[src/rtl/alu_ausfuehrungssteuerung_pkg.sv]
// Shared definitions for the execute-stage sequencer: state encoding,
// ALU function codes (also used by the ALU decode) and the default watchdog limit.
package alu_ausfuehrungssteuerung_pkg;

  typedef enum logic [2:0] {
    LEER      = 3'd0,
    START     = 3'd1,
    WARTEN    = 3'd2,
    FERTIG    = 3'd3,
    ABKLINGEN = 3'd4
  } zustand_t;

  localparam logic [5:0] FC_ADD  = 6'b000000;
  localparam logic [5:0] FC_SUB  = 6'b000001;
  localparam logic [5:0] FC_AND  = 6'b000010;
  localparam logic [5:0] FC_OR   = 6'b000011;
  localparam logic [5:0] FC_DIV  = 6'b000100;
  localparam logic [5:0] FC_DIVS = 6'b000101;
  localparam logic [5:0] FC_MUL  = 6'b000110;
  localparam logic [5:0] FC_XOR  = 6'b000111;

  // Longest ALU latency (signed divide) is 32 cycles; the limit must exceed it.
  localparam int ZEIT_LIMIT_DEFAULT = 64;

endpackage

[src/rtl/alu_zeitwaechter.sv]
// Completion watchdog: clear/enable up-counter that saturates at its terminal
// count, so the expired indication stays asserted until the next clear.
module alu_zeitwaechter
  import alu_ausfuehrungssteuerung_pkg::*;
#(
  parameter int ZeitLimit = ZEIT_LIMIT_DEFAULT
) (
  input  logic clk,
  input  logic rst_n,
  input  logic clear,
  input  logic enable,
  output logic abgelaufen
);

  localparam int zaehler_breite = $clog2(ZeitLimit);
  localparam logic [zaehler_breite-1:0] endwert = zaehler_breite'(ZeitLimit - 1);

  logic [zaehler_breite-1:0] zaehler;

  // NOTE: non-blocking assignments so every register samples pre-edge values.
  always_ff @(posedge clk or negedge rst_n) begin
    if (!rst_n) begin
      zaehler <= '0;
    end else if (clear) begin
      zaehler <= '0;
    end else if (enable && !abgelaufen) begin
      zaehler <= zaehler + zaehler_breite'(1);
    end
  end

  assign abgelaufen = (zaehler == endwert);

endmodule

[src/rtl/alu_ausfuehrungssteuerung.sv]
// Execute-stage sequencer: accepts an operation from decode, holds operands on
// the ALU, pulses start, captures the result and offers it to writeback.
module alu_ausfuehrungssteuerung
  import alu_ausfuehrungssteuerung_pkg::*;
#(
  parameter int DatenBreite  = 32,
  parameter int RegAdrBreite = 5,
  parameter int ZeitLimit    = ZEIT_LIMIT_DEFAULT
) (
  input  logic                    Clock,
  input  logic                    Reset,
  input  logic                    AuftragGueltig,
  output logic                    AuftragBereit,
  input  logic [DatenBreite-1:0]  AuftragDaten1,
  input  logic [DatenBreite-1:0]  AuftragDaten2,
  input  logic [5:0]              AuftragFunktionsCode,
  input  logic [RegAdrBreite-1:0] AuftragZielRegister,
  input  logic                    Verwerfen,
  output logic [DatenBreite-1:0]  AluDaten1,
  output logic [DatenBreite-1:0]  AluDaten2,
  output logic [5:0]              AluFunktionsCode,
  output logic                    AluStartSignal,
  input  logic                    AluHatFertigGerechnet,
  input  logic [DatenBreite-1:0]  AluErgebnis,
  output logic                    ErgebnisGueltig,
  input  logic                    ErgebnisBereit,
  output logic [DatenBreite-1:0]  ErgebnisDaten,
  output logic [RegAdrBreite-1:0] ErgebnisZielRegister,
  output logic                    ErgebnisFehler
);

  zustand_t                zustand;
  logic [RegAdrBreite-1:0] auftrag_ziel;
  logic                    annehmen;
  logic                    zeit_abgelaufen;

  alu_zeitwaechter #(.ZeitLimit(ZeitLimit)) u_zeitwaechter (
    .clk       (Clock),
    .rst_n     (Reset),
    .clear     (zustand == START),
    .enable    (zustand == WARTEN || zustand == ABKLINGEN),
    .abgelaufen(zeit_abgelaufen)
  );

  // A flush always blocks acceptance; in FERTIG a new operation only enters
  // when writeback takes the pending result in the same cycle.
  assign AuftragBereit   = !Verwerfen &&
                           (zustand == LEER || (zustand == FERTIG && ErgebnisBereit));
  assign annehmen        = AuftragGueltig && AuftragBereit;
  assign AluStartSignal  = (zustand == START);
  assign ErgebnisGueltig = (zustand == FERTIG);

  always_ff @(posedge Clock or negedge Reset) begin
    if (!Reset) begin
      // NOTE: data registers are reset as well because they drive outputs that must read 0.
      zustand              <= LEER;
      AluDaten1            <= '0;
      AluDaten2            <= '0;
      AluFunktionsCode     <= '0;
      auftrag_ziel         <= '0;
      ErgebnisDaten        <= '0;
      ErgebnisZielRegister <= '0;
      ErgebnisFehler       <= 1'b0;
    end else begin
      if (annehmen) begin
        AluDaten1        <= AuftragDaten1;
        AluDaten2        <= AuftragDaten2;
        AluFunktionsCode <= AuftragFunktionsCode;
        auftrag_ziel     <= AuftragZielRegister;
      end

      unique case (zustand)
        LEER: begin
          if (annehmen) zustand <= START;
        end
        // Completion is ignored here: the ALU counter may read 0 before loading.
        START: begin
          zustand <= Verwerfen ? ABKLINGEN : WARTEN;
        end
        WARTEN: begin
          if (Verwerfen) begin
            zustand <= ABKLINGEN;
          end else if (AluHatFertigGerechnet) begin
            ErgebnisDaten        <= AluErgebnis;
            ErgebnisZielRegister <= auftrag_ziel;
            ErgebnisFehler       <= 1'b0;
            zustand              <= FERTIG;
          end else if (zeit_abgelaufen) begin
            ErgebnisDaten        <= '0;
            ErgebnisZielRegister <= auftrag_ziel;
            ErgebnisFehler       <= 1'b1;
            zustand              <= FERTIG;
          end
        end
        FERTIG: begin
          if (annehmen)                        zustand <= START;
          else if (Verwerfen || ErgebnisBereit) zustand <= LEER;
        end
        ABKLINGEN: begin
          if (!Verwerfen && (AluHatFertigGerechnet || zeit_abgelaufen)) zustand <= LEER;
        end
        default: zustand <= LEER;
      endcase
    end
  end

endmodule

[config.mk]
export PLATFORM = sky130hd
export DESIGN_NAME = alu_ausfuehrungssteuerung
export DESIGN_NICKNAME = d
export VERILOG_FILES = /design/src/rtl/alu_ausfuehrungssteuerung_pkg.sv /design/src/rtl/alu_zeitwaechter.sv /design/src/rtl/alu_ausfuehrungssteuerung.sv
export SDC_FILE = /design/constraint.sdc
export NUM_CORES = 1
export LEC_CHECK = 0
export ABC_AREA = 1
export BUFFER_PORTS_ARGS = -buffer_cell sky130_fd_sc_hd__buf_2
export CORE_MARGIN = 2
export CORE_UTILIZATION = 50
export CTS_CLUSTER_DIAMETER = 50
export DETAILED_ROUTE_END_ITERATION = 10
export PLACE_DENSITY = 0.88
export REMOVE_ABC_BUFFERS = 1
export SETUP_SLACK_MARGIN = 0.2
export SLEW_MARGIN = 20
export SYNTH_ARGS = -nofsm -noshare
export SYNTH_HDL_FRONTEND = slang
export SYNTH_SLANG_ARGS = --single-unit
[constraint.sdc]
create_clock -name Clock -period 4.35 [get_ports Clock]
set_input_delay 0.435 -clock Clock [delete_from_list [all_inputs] [get_ports Clock]]
set_output_delay 0.435 -clock Clock [all_outputs]
set_load 0.005 [all_outputs]
=== Word level (Yosys, flattened, before mapping) ===
Cells that the tools add are included.

* Flip-flop bits (word level): 122
* Output and inout bits: 111

* Reductions and logical operators: 16
* Equal/unequal tests: 9
* $add $sub $neg: 1
* Mux-type cells: 17
* Bitwise gates (word level): 1

{| class="wikitable"
|+ Operators with widths
! cell !! number
|-
| 32-bit 2-to-1 mux || 2
|-
| 3-bit 2-to-1 mux || 8
|-
| 3-bit one-hot mux with 5 select lines || 1
|-
| 6-bit 2-to-1 mux || 2
|-
| 5-bit 2-to-1 mux || 2
|-
| 6-bit by 1-bit adder with 6-bit output, second input constant || 1
|-
| 3-bit by 2-bit == test with 1-bit output, second input constant || 2
|-
| 6-bit == test, second input constant || 1
|-
| 1-bit logical AND || 5
|-
| 1-bit logical OR || 4
|-
| 4-bit by 3-bit inequality test with 1-bit output, second input constant || 1
|-
| 4-bit AND reduction || 1
|-
| 2-bit nonzero test || 2
|-
| 3-bit by 1-bit == test with 1-bit output, second input constant || 1
|-
| 3-bit == test, second input constant || 1
|-
| 3-bit zero test || 1
|-
| 3-bit by 1-bit inequality test with 1-bit output, second input constant || 1
|-
| 3-bit AND reduction || 1
|-
| 1-bit zero test || 2
|-
| 1-bit 2-to-1 mux || 2
|-
| 2-bit by 1-bit inequality test with 1-bit output, second input constant || 1
|-
| 2-bit inequality test, second input constant || 1
|-
| 1-bit NOT || 1
|}

=== Logic depth before layout (Yosys ltp) ===
* Depth in word-level cells: 7
* Gate-level depth with buffers: 11

=== Modules after synthesis ===
From an unflattened synthesis, not the netlist that was laid out.

* Cells, all modules: 517
* Area, all modules: 4988.5 um^2

{| class="wikitable"
|+ By module, submodules not included
! module !! area an instance (um^2) !! cells each !! instances
|-
| alu_ausfuehrungssteuerung || 4589.4 || 464 || 1
|-
| alu_zeitwaechter || 399.1 || 53 || 1
|}

=== Worst setup path after synthesis ===
OpenSTA, ideal clock, no wires.

* Path type: reg2reg
* From: register u_zeitwaechter.zaehler[0]
* To: register ErgebnisDaten[17]
* Setup time: 0.121 ns
* Setup slack: 2.760 ns
* Period minus slack after synthesis: 1.590 ns
* Data required time: 4.229 ns
* Data arrival time: 1.469 ns
* Path buffers: 2
* Cell stages (with the launch flop): 10
* Path through: dfrtp_1 ha_1 nand2_2 nor2_2 nand2_1 nand2_4 nand2_2 buf_6 buf_6 a22o_1

* Cells in the longest elaborated chain, start to end: 3

{| class="wikitable"
|+ RTL lines
! item !! line !! text
|-
| start: declaration || alu_zeitwaechter.sv:18 || <nowiki>logic [zaehler_breite-1:0] zaehler;</nowiki>
|-
| start signal: assignment || alu_zeitwaechter.sv:27 || <nowiki>zaehler <= zaehler + zaehler_breite'(1);</nowiki>
|-
| 6-bit == test || alu_zeitwaechter.sv:31 || <nowiki>assign abgelaufen = (zaehler == endwert);</nowiki>
|-
| 2-bit nonzero test (no line) || -- ||
|-
| 3-bit AND reduction (no line) || -- ||
|-
| end signal: assignment || alu_ausfuehrungssteuerung.sv:84 || <nowiki>ErgebnisDaten <= AluErgebnis;</nowiki>
|-
| end: declaration || alu_ausfuehrungssteuerung.sv:27 || <nowiki>output logic [DatenBreite-1:0] ErgebnisDaten,</nowiki>
|}

Every way passes these cells.
A chain may end at the register's enable or synchronous reset.

=== Worst setup path after layout ===
* From: register zustand[1]
* To: output AuftragBereit

* Cells in the longest elaborated chain, start to end: 4
* Elaborated cells between the ends (all ways): 5

{| class="wikitable"
|+ RTL lines
! item !! line !! text
|-
| start: declaration || alu_ausfuehrungssteuerung.sv:32 || <nowiki>zustand_t zustand;</nowiki>
|-
| start signal: assignment || alu_ausfuehrungssteuerung.sv:78 || <nowiki>zustand <= Verwerfen ? ABKLINGEN : WARTEN;</nowiki>
|-
| 3-bit by 2-bit == test with 1-bit output || alu_ausfuehrungssteuerung.sv:48 || <nowiki>(zustand == LEER || (zustand == FERTIG && ErgebnisBereit));</nowiki>
|-
| 1-bit logical AND || alu_ausfuehrungssteuerung.sv:48 ||
|-
| 1-bit logical OR * || alu_ausfuehrungssteuerung.sv:48 ||
|-
| 1-bit logical AND * || alu_ausfuehrungssteuerung.sv:47 || <nowiki>assign AuftragBereit = !Verwerfen &&</nowiki>
|-
| end: declaration || alu_ausfuehrungssteuerung.sv:13 || <nowiki>output logic AuftragBereit,</nowiki>
|}

Every way passes the cells marked *; elsewhere a longest branch is shown, timed or not.

==> results.toml <==
[clock_network]
cts_buffer_depth = 2
post-cts-setup-buffers = 0
numCtsBuffers = 17
clk-insertion-delay-late_ps = 510
clock-sinks = 122
cts-resized-gates = 0
clk_pin_slew_ps = 50
cts-root-buf = "clkbuf_8"
postCtsHoldBufs = 0
htreeDepth = 4
cts_tree = "built"

[worst_setup_path]
crit_cells = 4
crit_buf_inv = 1
cp_top_family = "compound AO/OA/AOI/OAI gates"
worst-path-max-fanout = 34
cp-start-kind = "flop"
required_ps = 3910
crit_path_top_delay_cell = "a21oi_4"
max_stage_delay_ps = 780
cp.arrival_ps = 2300
worstSetupPathType = "reg -> out"
reg2regPathDepth = 9
crit_path_cell_trace = "nor2_1, nand2_1, a21oi_4, buf_2"
end_kind = "output pin"

[floorplanning]
ioPinCount = 224
start_util_pct = 51.0
dieArea_mm2 = 0.0107
coreArea_mm2 = 0.00968
placementRows = 36
dieWidth_um = 103
die_y_um = 103

[global_route]
busiest_layer = "met2"
grt_use_met3_pct = 10.1
grt.overflow.total = 0
antenna_found_initial = 1
met2_usage_pct = 38.6
met1_usage_pct = 27.9
grt_pass1_vias = 4047
grt_max_degree = 82
grt_pass1_wl_um = 19100
grt_usage_pct = 23.6

[sta]
fin_crit_sh_pct = 62.8
setup_viol_count_final = 0
fin_crit_ps = 2730
clock_skew_ps = 11.6
fmax_ghz = 0.366
max_slew_margin_pct = 37.6
whs_ps = -37.4
hold_viol = 71
drv_slew = 0
finalSetupTns_ps = 0
rsz0062_at_grt = "no"
worst_slew_pin_slew_ps = 933

[layout]
layout-drive-gt1-share_pct = 36.3
layout.nets = 836
nFillCells = 784
fin_util_pct = 68.6
area_growth_pct = 34.5
final_area_mm2 = 0.00664

[drt]
drt_iter0_markers = 211
vias = 4396
postRouteAntennaNets = 0
drcViolationCount = 0
dr.pass1.iters = 4
routed_wl_um = 12800
via_per_inst = 5.07
wl_per_cell_um = 14.7

[pwr]
p_leak_nw = 3.81
power_density_mw_per_mm2 = 713
vdd_drop_max_mv = 0.353

[synth]
synth_seq_area_share_pct = 61.8
synth.avg_cell_area_um2 = 9.74
syn_inst = 507
ys_warn_count = 0
synth.ff_latch_count = 122
synth.distinct_cells = 25
netlist_area_mm2 = 0.00494

[placed_design]
placed_cell_area_mm2 = 0.00606
place_congestion = 0.877
port-buffer-count = 223
hpwl_um = 8890

[outcome]
status = "finished with violations"
violations = "hold timing"

[job]
maxCapViolations = 0

[min_path]
hold_class = "in -> async"
## worst paths after layout
path,from,end,slack (ps)
min in group Clock,AuftragDaten1[7],AluDaten1[7]$_DFFE_PN0P_,140
max in group asynchronous,Reset,ErgebnisDaten[21]$_DFFE_PN0P_,3400
min reg2reg,ErgebnisZielRegister[0]$_DFFE_PN0P_,ErgebnisZielRegister[0]$_DFFE_PN0P_,470
max reg2reg,zustand[1]$_DFFE_PN0P_,zustand[2]$_DFFE_PN0P_,2050
max,zustand[1]$_DFFE_PN0P_,AuftragBereit,1620
min,Reset,ErgebnisDaten[0]$_DFFE_PN0P_,-40
## power breakdown
part	internal [mW]	switching (mW)	leakage (nW)
Combinational	0.689	0.767	1.98
Sequential	1.64	0.286	1.55
Clock	0.892	0.468	0.277
## area by class of cell
type                    instances  area, um2  share of cell area (%)
repair buffers                228       1160                    17.5
clock inverters                 8        120                    1.81
well taps                     133        166                    2.51
flip-flops and latches        122       3050                    46.0
inverters                      14       52.6                   0.791
diodes                          1       2.50                  0.0377
multi-input cells             339       1640                    24.6
clock buffers                  22        453                    6.82
## sequential cells by signal (all words and copies together), names as in the netlist
| register | flops |
|---|---|
| AluDaten2 | 32 |
| ErgebnisDaten | 32 |
| AluDaten1 | 32 |
| u_zeitwaechter.zaehler | 6 |
| auftrag_ziel | 5 |
| zustand | 3 |
| ErgebnisFehler | 1 |
| AluFunktionsCode | 6 |
| ErgebnisZielRegister | 5 |
## routing by layer
layer / up-vias / wire [um]
met5: - / 0
met4: 0 / 208
met3: 17 / 1270
met2: 212 / 6180
met1: 2065 / 5130
li1: 2102 / -
## per-stage QoR
| step | setup WS, ps | instances | power, mW |
|---|---|---|---|
| CTS | 1610 | 866 | 4.78 |
| global route | 1470 | 867 | 5.07 |
| global placement | 2170 | 836 | 3.33 |
| finish | 1620 | 867 | 4.74 |
| detailed placement | 2110 | 836 | 3.39 |
| floorplan | 1720 | 475 | 2.62 |
## synthesized netlist by cell type, drive strengths merged
library cell	count	area [um2]
o21a	1	7.51
dfrtp	122	3050
xor2	1	8.76
o21bai	1	7.51
ha	1	12.5
a21oi	4	23.8
a22o	32	280
inv	14	52.6
clkbuf	10	37.5
buf	22	173
nand2	194	741
nand3	87	440
nand4	4	25.0
o21ai	3	15.0
nor2	9	51.3
nor3	2	10.0
## cells by family after synthesis
family / after synthesis / synth area share (%)
fa+ha+maj: 1 / 0.253
compound gates: 41 / 6.76
xor+xnor: 1 / 0.177
buf+inv: 46 / 5.32
flops: 122 / 61.8
simple gates: 296 / 25.7
## layout by cell type, fill, tap and decap left out, types with 4 or more instances in the layout
cell and n:
nand4_1 4, clkbuf_16 16, dfrtp_1 122, inv_1 12, nand3_1 85, a22o_1 32, nand2_1 191, buf_4 5
nor2_1 6, buf_2 222
No activity file was read; power rests on OpenSTA's default activity.
